==> config.mk <==
export PLATFORM = sky130hd
export DESIGN_NAME = serial_add_ctrl
export DESIGN_NICKNAME = d
export VERILOG_FILES = /design/src/rtl/serial_add_ctrl.sv
export SDC_FILE = /design/constraint.sdc
export NUM_CORES = 1
export LEC_CHECK = 0
export CAP_MARGIN = 0
export CORE_MARGIN = 4
export CORE_UTILIZATION = 45
export CTS_CLUSTER_SIZE = 24
export DETAILED_ROUTE_END_ITERATION = 16
export MAX_ROUTING_LAYER = met4
export PLACE_DENSITY = 0.77
export SLEW_MARGIN = 25
export SYNTH_ARGS = -nofsm -noshare
export SYNTH_HDL_FRONTEND = slang
export SYNTH_SLANG_ARGS = --single-unit
==> constraint.sdc <==
create_clock -name clk -period 2.4 [get_ports clk]
set_clock_uncertainty 0.15 [all_clocks]
set_input_delay 0.36 -clock clk [delete_from_list [all_inputs] [get_ports clk]]
set_output_delay 0.36 -clock clk [all_outputs]
set_load 0.02 [all_outputs]
==> src/rtl/serial_add_ctrl.sv <==
// Bit-serial adder: one shared full_adder, LSB first, one bit per clock; start/busy/done handshake.
// Accept edge T -> done pulse in the cycle after edge T+WIDTH; start is ignored while busy.

module full_adder (
  input  logic i_a,
  input  logic i_b,
  input  logic i_c,
  output logic o_s,
  output logic o_c
);
  assign o_s = i_a ^ i_b ^ i_c;
  assign o_c = (i_a & i_b) | (i_c & (i_a ^ i_b));
endmodule

module serial_add_ctrl #(
  parameter int WIDTH = 8
) (
  input  logic             clk,
  input  logic             rst,
  input  logic             start,
  input  logic [WIDTH-1:0] a,
  input  logic [WIDTH-1:0] b,
  input  logic             cin,
  output logic             busy,
  output logic             done,
  output logic [WIDTH-1:0] sum,
  output logic             cout
);
  localparam int CW = $clog2(WIDTH);

  typedef enum logic [1:0] {S_IDLE, S_RUN, S_DONE} state_t;

  state_t           r_state;
  logic [WIDTH-1:0] r_a;
  logic [WIDTH-1:0] r_b;
  logic [WIDTH-1:0] r_part;
  logic [WIDTH-1:0] r_sum;
  logic [CW-1:0]    r_cnt;
  logic             r_c;
  logic             r_cout;
  logic             r_busy;
  logic             r_done;

  logic w_s;
  logic w_c;
  logic w_last;

  full_adder u_fa (
    .i_a (r_a[0]),
    .i_b (r_b[0]),
    .i_c (r_c),
    .o_s (w_s),
    .o_c (w_c)
  );

  assign w_last = (r_cnt == CW'(WIDTH - 1));

  always_ff @(posedge clk) begin
    if (rst) begin
      r_state <= S_IDLE;
      r_a     <= '0;
      r_b     <= '0;
      r_part  <= '0;
      r_sum   <= '0;
      r_cnt   <= '0;
      r_c     <= 1'b0;
      r_cout  <= 1'b0;
      r_busy  <= 1'b0;
      r_done  <= 1'b0;
    end else begin
      case (r_state)
        S_IDLE, S_DONE: begin
          if (start) begin
            r_state <= S_RUN;
            r_a     <= a;
            r_b     <= b;
            r_c     <= cin;
            r_part  <= '0;
            r_cnt   <= '0;
            r_busy  <= 1'b1;
            r_done  <= 1'b0;
          end else begin
            r_state <= S_IDLE;
            r_busy  <= 1'b0;
            r_done  <= 1'b0;
          end
        end
        S_RUN: begin
          // Sum bits enter at the MSB so bit 0 lands at position 0 after WIDTH shifts.
          r_part <= {w_s, r_part[WIDTH-1:1]};
          r_c    <= w_c;
          r_a    <= r_a >> 1;
          r_b    <= r_b >> 1;
          r_cnt  <= r_cnt + CW'(1);
          if (w_last) begin
            r_state <= S_DONE;
            r_sum   <= {w_s, r_part[WIDTH-1:1]};
            r_cout  <= w_c;
            r_busy  <= 1'b0;
            r_done  <= 1'b1;
          end
        end
        default: begin
          r_state <= S_IDLE;
          r_busy  <= 1'b0;
          r_done  <= 1'b0;
        end
      endcase
    end
  end

  assign busy = r_busy;
  assign done = r_done;
  assign sum  = r_sum;
  assign cout = r_cout;
endmodule

==> metrics.txt, run 1 <==
Max-Cap Viols=0; worst reg-to-reg path cell count=4; Setup CP Type=flip-flop to output pin; post-synthesis sequential area ratio=47.87%; Worst path depth=1; total global-route track usage=16.88%; Die Span X=68.97 um; Tmin final=1749 ps; initial antenna violation count=0; share of layout cells above drive strength 1=16.27%; flops & latches, synth=40; area leader, netlist=dfxtp_1; post-route ant nets=0; met1 wire length=1639 um; Die H=68.97 um; fin worst setup slack=651.3 ps; final wirelength=3366 um; # diodes=0; Synth Instances=181; WHS Path Cells=2; maximum vdd drop=396.0 uV; Std-Cell Rows=21; CP Launch Point=busy; Met2 Wirelength=1517 um; drt first-iter violations=135; Clock transition at path regs=70 ps; data required time of the critical path=1890 ps; DP Area=0.001982 mm^2; leading post-synthesis cells by cell area=dfxtp_1 (48%), nor3_2 (12%), a21oi_1 (6.6%); CP Max Fanout=2; CP Cell Sequence=clkdlybuf4s50_1; GRT Residual Overflow=0; Worst Hold Class=flip-flop to flip-flop; max-slew violations=0; pre-CTS setup slack=550.4 ps; number of global-route vias before repair=1276; Power Dens Cells=697.0 mW/mm^2; H-tree levels=2; P&R area growth vs syn=24.91%; # Post-CTS Setup Buffers=0; cell area after layout=0.002090 mm^2; Ports=31; gpl congestion=0.6985; CTS Root Cell=clkbuf_8; Util after Layout=60.25%; starting density of the core=48.23%; via count=1377; metal3 WL=145 um; kind of start point of the critical path=flip-flop; Avg WL per Cell=13.20 um; CTS Buffer Depth=2; unrepaired setup endpoints after global routing=false; Critical Path AT=1240 ps; unique cell type count in the Yosys netlist=22; crit path capture type=output pin; Port Buffers=30; largest net degree at the start of global routing=41; post-CTS sizing=0; Fillers=318; Synth warnings=0; fmax=571.9 MHz; vias per cell=5.400; # setup viols final=0; hold_sp=sum[4]; commonest non-fill, non-tap cell in the layout=dfxtp_1; post-synth top area share=47.87%; most frequent cells in the layout=dfxtp_1 (40), clkdlybuf4s50_1 (30), nand2_1 (22), a21oi_1 (22), nand3_1 (21); synthesized cell area=0.001673 mm^2; DRC violation count after routing=0; setup slack, reg-to-reg=850 ps; hold_buf cts=0; Worst Max-Slew Pin Slew=497.0 ps; CP bufs+invs=1; syn_area_per_cell=9.242 um^2; Pre-antenna DRT Iters=4; Tcrit/Tclk final=72.86%; clk_lat worst skew=290 ps; CTS tree=built; number of buffers created by CTS=5; first-pass GRT wire length=5740 um; CP top delay family=buffers and inverters; die area=0.004757 mm^2; Crit Reg-Reg Endpoint=r_a[5]; Layout Cells excl Fill=255; placed insts=247; Post-Syn Nets=204; Lkg Pwr=0.7190 nW; Slew headroom=66.87%; Worst path slowest cell=clkdlybuf4s50_1; clock sinks=40; Critical Path Sink=busy; Reg-to-Reg Start=r_state[0]; status=complete, no violations; core area=0.003468 mm^2; top sig layer=met4; Setup TNS Final=0 ps; Nets=231; Max stage delay on crit path=610 ps; Final Hold Vio Count=0; post-DP HPWL=2120 um
-- worst min-delay path by stage --
stage	to	slack (ps)
floorplan	sum[0]	290
global placement	sum[0]	290
detailed placement	sum[6]	300
CTS	sum[6]	310
global route	sum[0]	330
finish	sum[4]	300
-- power by group --
part / switching [mW] / total [mW] / internal [mW] / leakage (nW)
registers: 0.0237 / 0.722 / 0.698 / 0.327
clock network: 0.226 / 0.534 / 0.308 / 0.0552
logic: 0.105 / 0.200 / 0.0952 / 0.337
-- cells by family after synthesis --
kind of cell               share of synthesized area [%]
and+or+nand+nor                                    29.84
DFF                                                47.87
AOI/OAI and AO/OA                                  12.79
buffers and inverters                              6.806
adders and majority gates                          2.692
-- routing by layer --
metal	vias to the layer above	GRT usage, %
met5	-	-
met4	0	6.813
met3	6	5.348
met2	27	24.76
met1	648	21.47
li1	696	-
-- cell type report --
class | instances | area, um^2 | area share (%)
Clock inverter | 2 | 35.03 | 1.677
Tap cell | 46 | 57.56 | 2.754
Sequential cell | 40 | 800.8 | 38.32
Clock buffer | 6 | 72.57 | 3.473
Timing Repair Buffer | 37 | 365.4 | 17.49
Multi-Input combinational cell | 124 | 758.2 | 36.29
-- synth_stat cells --
| master | n |
|---|---|
| dfxtp_1 | 40 |
| a21oi_1 | 22 |
| nand2_1 | 22 |
| nand3_1 | 21 |
| nor3_2 | 20 |
| o22ai_1 | 14 |
| nor3_1 | 9 |
| buf_2 | 4 |
| buf_4 | 4 |
| buf_6 | 4 |
| buf_1 | 3 |
| nand2b_1 | 3 |
| nor2_1 | 3 |
| clkbuf_1 | 2 |
| ha_1 | 2 |
| nand3b_1 | 2 |
| a311oi_1 | 1 |
| and2b_1 | 1 |
| fa_1 | 1 |
| nor2b_1 | 1 |
| nor3b_1 | 1 |
| o21a_1 | 1 |
-- registers in the layout, summed over array words and instances, names as in the netlist --
signal,cells
busy,1
r_a,8
cout,1
r_b,8
done,1
r_cnt,3
r_state,2
sum,8
r_c,1
r_part,7
-- stage by stage --
step / hold WS (ps) / power, mW
2_1_floorplan: 293.8 / 0.8832
3_3_place_gp: 292.5 / 0.9346
3_5_place_dp: 296.2 / 0.9365
4_1_cts: 307.0 / 1.467
5_1_grt: 333.8 / 1.525
6_report: 303.8 / 1.456
Power figures use the tool's default switching activity.
==> inputs of run 2 (changes only) <==
PLACE_DENSITY = 0.8   (was 0.77)
clock period = 1.5 ns   (was 2.4 ns; I/O delays follow)
==> run 2 against run 1 <==
Die area unchanged. Via count is 2.0% higher. Highest routed layer unchanged. Critical path type is now flip-flop to flip-flop. Power increased by 66%. Final area up 2.8%.
==> metrics.txt, run 2 (synthesized netlist as in run 1, its figures left out) <==
status=complete, no violations; number of buffers created by CTS=5 (unchanged); core area=0.003468 mm^2 (unchanged); post-DP HPWL=2263 um (+6.8%); fin worst setup slack=86.27 ps (-565.0 ps); pre-CTS setup slack=-69.94 ps (-620.3 ps); Die H=68.97 um (unchanged); DRC violation count after routing=0 (unchanged); H-tree levels=2 (unchanged); Pre-antenna DRT Iters=4 (unchanged); commonest non-fill, non-tap cell in the layout=dfxtp_1; Internal Dissipation=1.825 mW (+66%); # diodes=0 (unchanged); Worst Hold Class=flip-flop to flip-flop; gpl congestion=0.7978 (+14%); max-slew violations=0 (unchanged); drt first-iter violations=173 (+28%); Max-Cap Viols=0 (unchanged); crit-path most repeated cell=ha_1; data required time of the critical path=1580 ps (-310 ps); die area=0.004757 mm^2 (unchanged); CTS Root Cell=clkbuf_8; total global-route track usage=18.26% (+1.4 points); switch share=24.49% (+0.15 points); Tmin final=1414 ps; initial antenna violation count=0 (unchanged); Max stage delay on crit path=330 ps (-280 ps); Lkg Pwr=0.8074 nW (+12%); P&R area growth vs syn=28.42%; Avg WL per Cell=13.86 um (+5.0%); share of layout cells above drive strength 1=19.16% (+2.9 points); Critical Path AT=1500 ps (+260 ps); CP Cell Sequence=ha_1 -> ha_1 -> nand3b_1 -> buf_4 -> nand2_1 -> a21oi_1; via count=1404 (+2.0%); unrepaired setup endpoints after global routing=true; kind of start point of the critical path=flip-flop; DP Area=0.002017 mm^2 (+1.8%); largest net degree at the start of global routing=41 (unchanged); Nets=236 (+2.2%); # setup viols final=0 (unchanged); post-route ant nets=0 (unchanged); Ports=31 (unchanged); Clk network pwr share=38.1% (+1.4 points); Util after Layout=61.94% (+1.7 points); fmax=707.3 MHz; clk_lat worst skew=290 ps (about the same); GRT Residual Overflow=0 (unchanged); setup slack, reg-to-reg=90 ps (-760 ps); maximum vdd drop=486.6 uV (+23%); Die Span X=68.97 um (unchanged); Slew headroom=86.56% (+20 points); CTS Buffer Depth=2 (unchanged); Clock transition at path regs=80 ps (about the same); Power Dens Cells=1125 mW/mm^2 (+61%); Port Buffers=30 (unchanged); Tcrit/Tclk final=94.25%; starting density of the core=48.23% (unchanged); Setup CP Type=flip-flop to flip-flop; CP Max Fanout=4 (+2); first-pass GRT wire length=6216 um (+8.3%); CTS tree=built; vias per cell=5.400 (unchanged); most frequent cells in the layout=dfxtp_1 (39), nand2_1 (22), a21oi_1 (22), nand3_1 (21), nor3_2 (20); cell area after layout=0.002148 mm^2 (+2.8%); clock sinks=40 (unchanged); final wirelength=3603 um (+7.0%); Final Hold Vio Count=0 (unchanged); sequential share of power=47.9% (-1.7 points); Worst Max-Slew Pin Slew=200.2 ps (-296.8 ps); Std-Cell Rows=21 (unchanged); Worst path slowest cell=dfxtp_2; sw power=0.5921 mW (+67%); crit path capture type=flip-flop; hold_buf cts=0 (unchanged); Gate power share=14.1% (+0.3 points); number of global-route vias before repair=1331 (+4.3%)
-- run 2: layer usage --
layer / routed length, um / global-route usage (%)
met5: 0 / -
met4: 61 / 6.569
met3: 195 / 5.348
met2: 1709 / 28.21
met1: 1636 / 22.65
-- run 2: worst paths after layout --
check                           cells after the start     end      from
worst max-delay path                                6  sum[1]  r_cnt[0]
worst min-delay path                                2  sum[0]    sum[0]
worst max register to register                      6  sum[1]  r_cnt[0]
worst min register to register                      2  sum[0]    sum[0]
-- run 2: power groups by stage --
stage,combinational (mW),sequential [mW],clock [mW]
after floorplan,0.240,1.17,0
after global placement,0.331,1.18,0
after detailed placement,0.338,1.18,0
after CTS,0.341,1.16,0.932
after global routing,0.375,1.17,0.969
final,0.340,1.16,0.920
-- run 2: area by class of cell --
cell class                 instances  area (um^2)
clock buffer                       6        82.58
clock inverter                     2        38.79
fill                             305         1320
multi-input combinational        124        758.2
sequential                        40        802.0
tap                               46        57.56
timing repair buffer              42        409.1
-- run 2: repair_timing --
action	in CTS	in global routing
setup buffers	2	0
resized for setup	11	3
gates cloned	0	0
endpoints found under the setup margin	16	3
-- run 2: critical path: cells and delay by family, from the launching register on --
family                   cells  cell delay, ps
adder cells (fa/ha/maj)      2             400
flip-flops                   1             330
AND/OR/NAND/NOR              2             190
buffers and inverters        1             150
AO/OA/AOI/OAI                1             130
-- run 2: through the flow --
step	TNS, ps	instances	hold WS (ps)	power (mW)
2_1_floorplan	0	181	211.0	1.413
3_3_place_gp	-50.81	250	292.9	1.509
3_5_place_dp	-415.0	250	298.0	1.517
4_1_cts	0	260	306.4	2.429
5_1_grt	-21.77	260	327.0	2.509
6_report	0	260	303.3	2.417
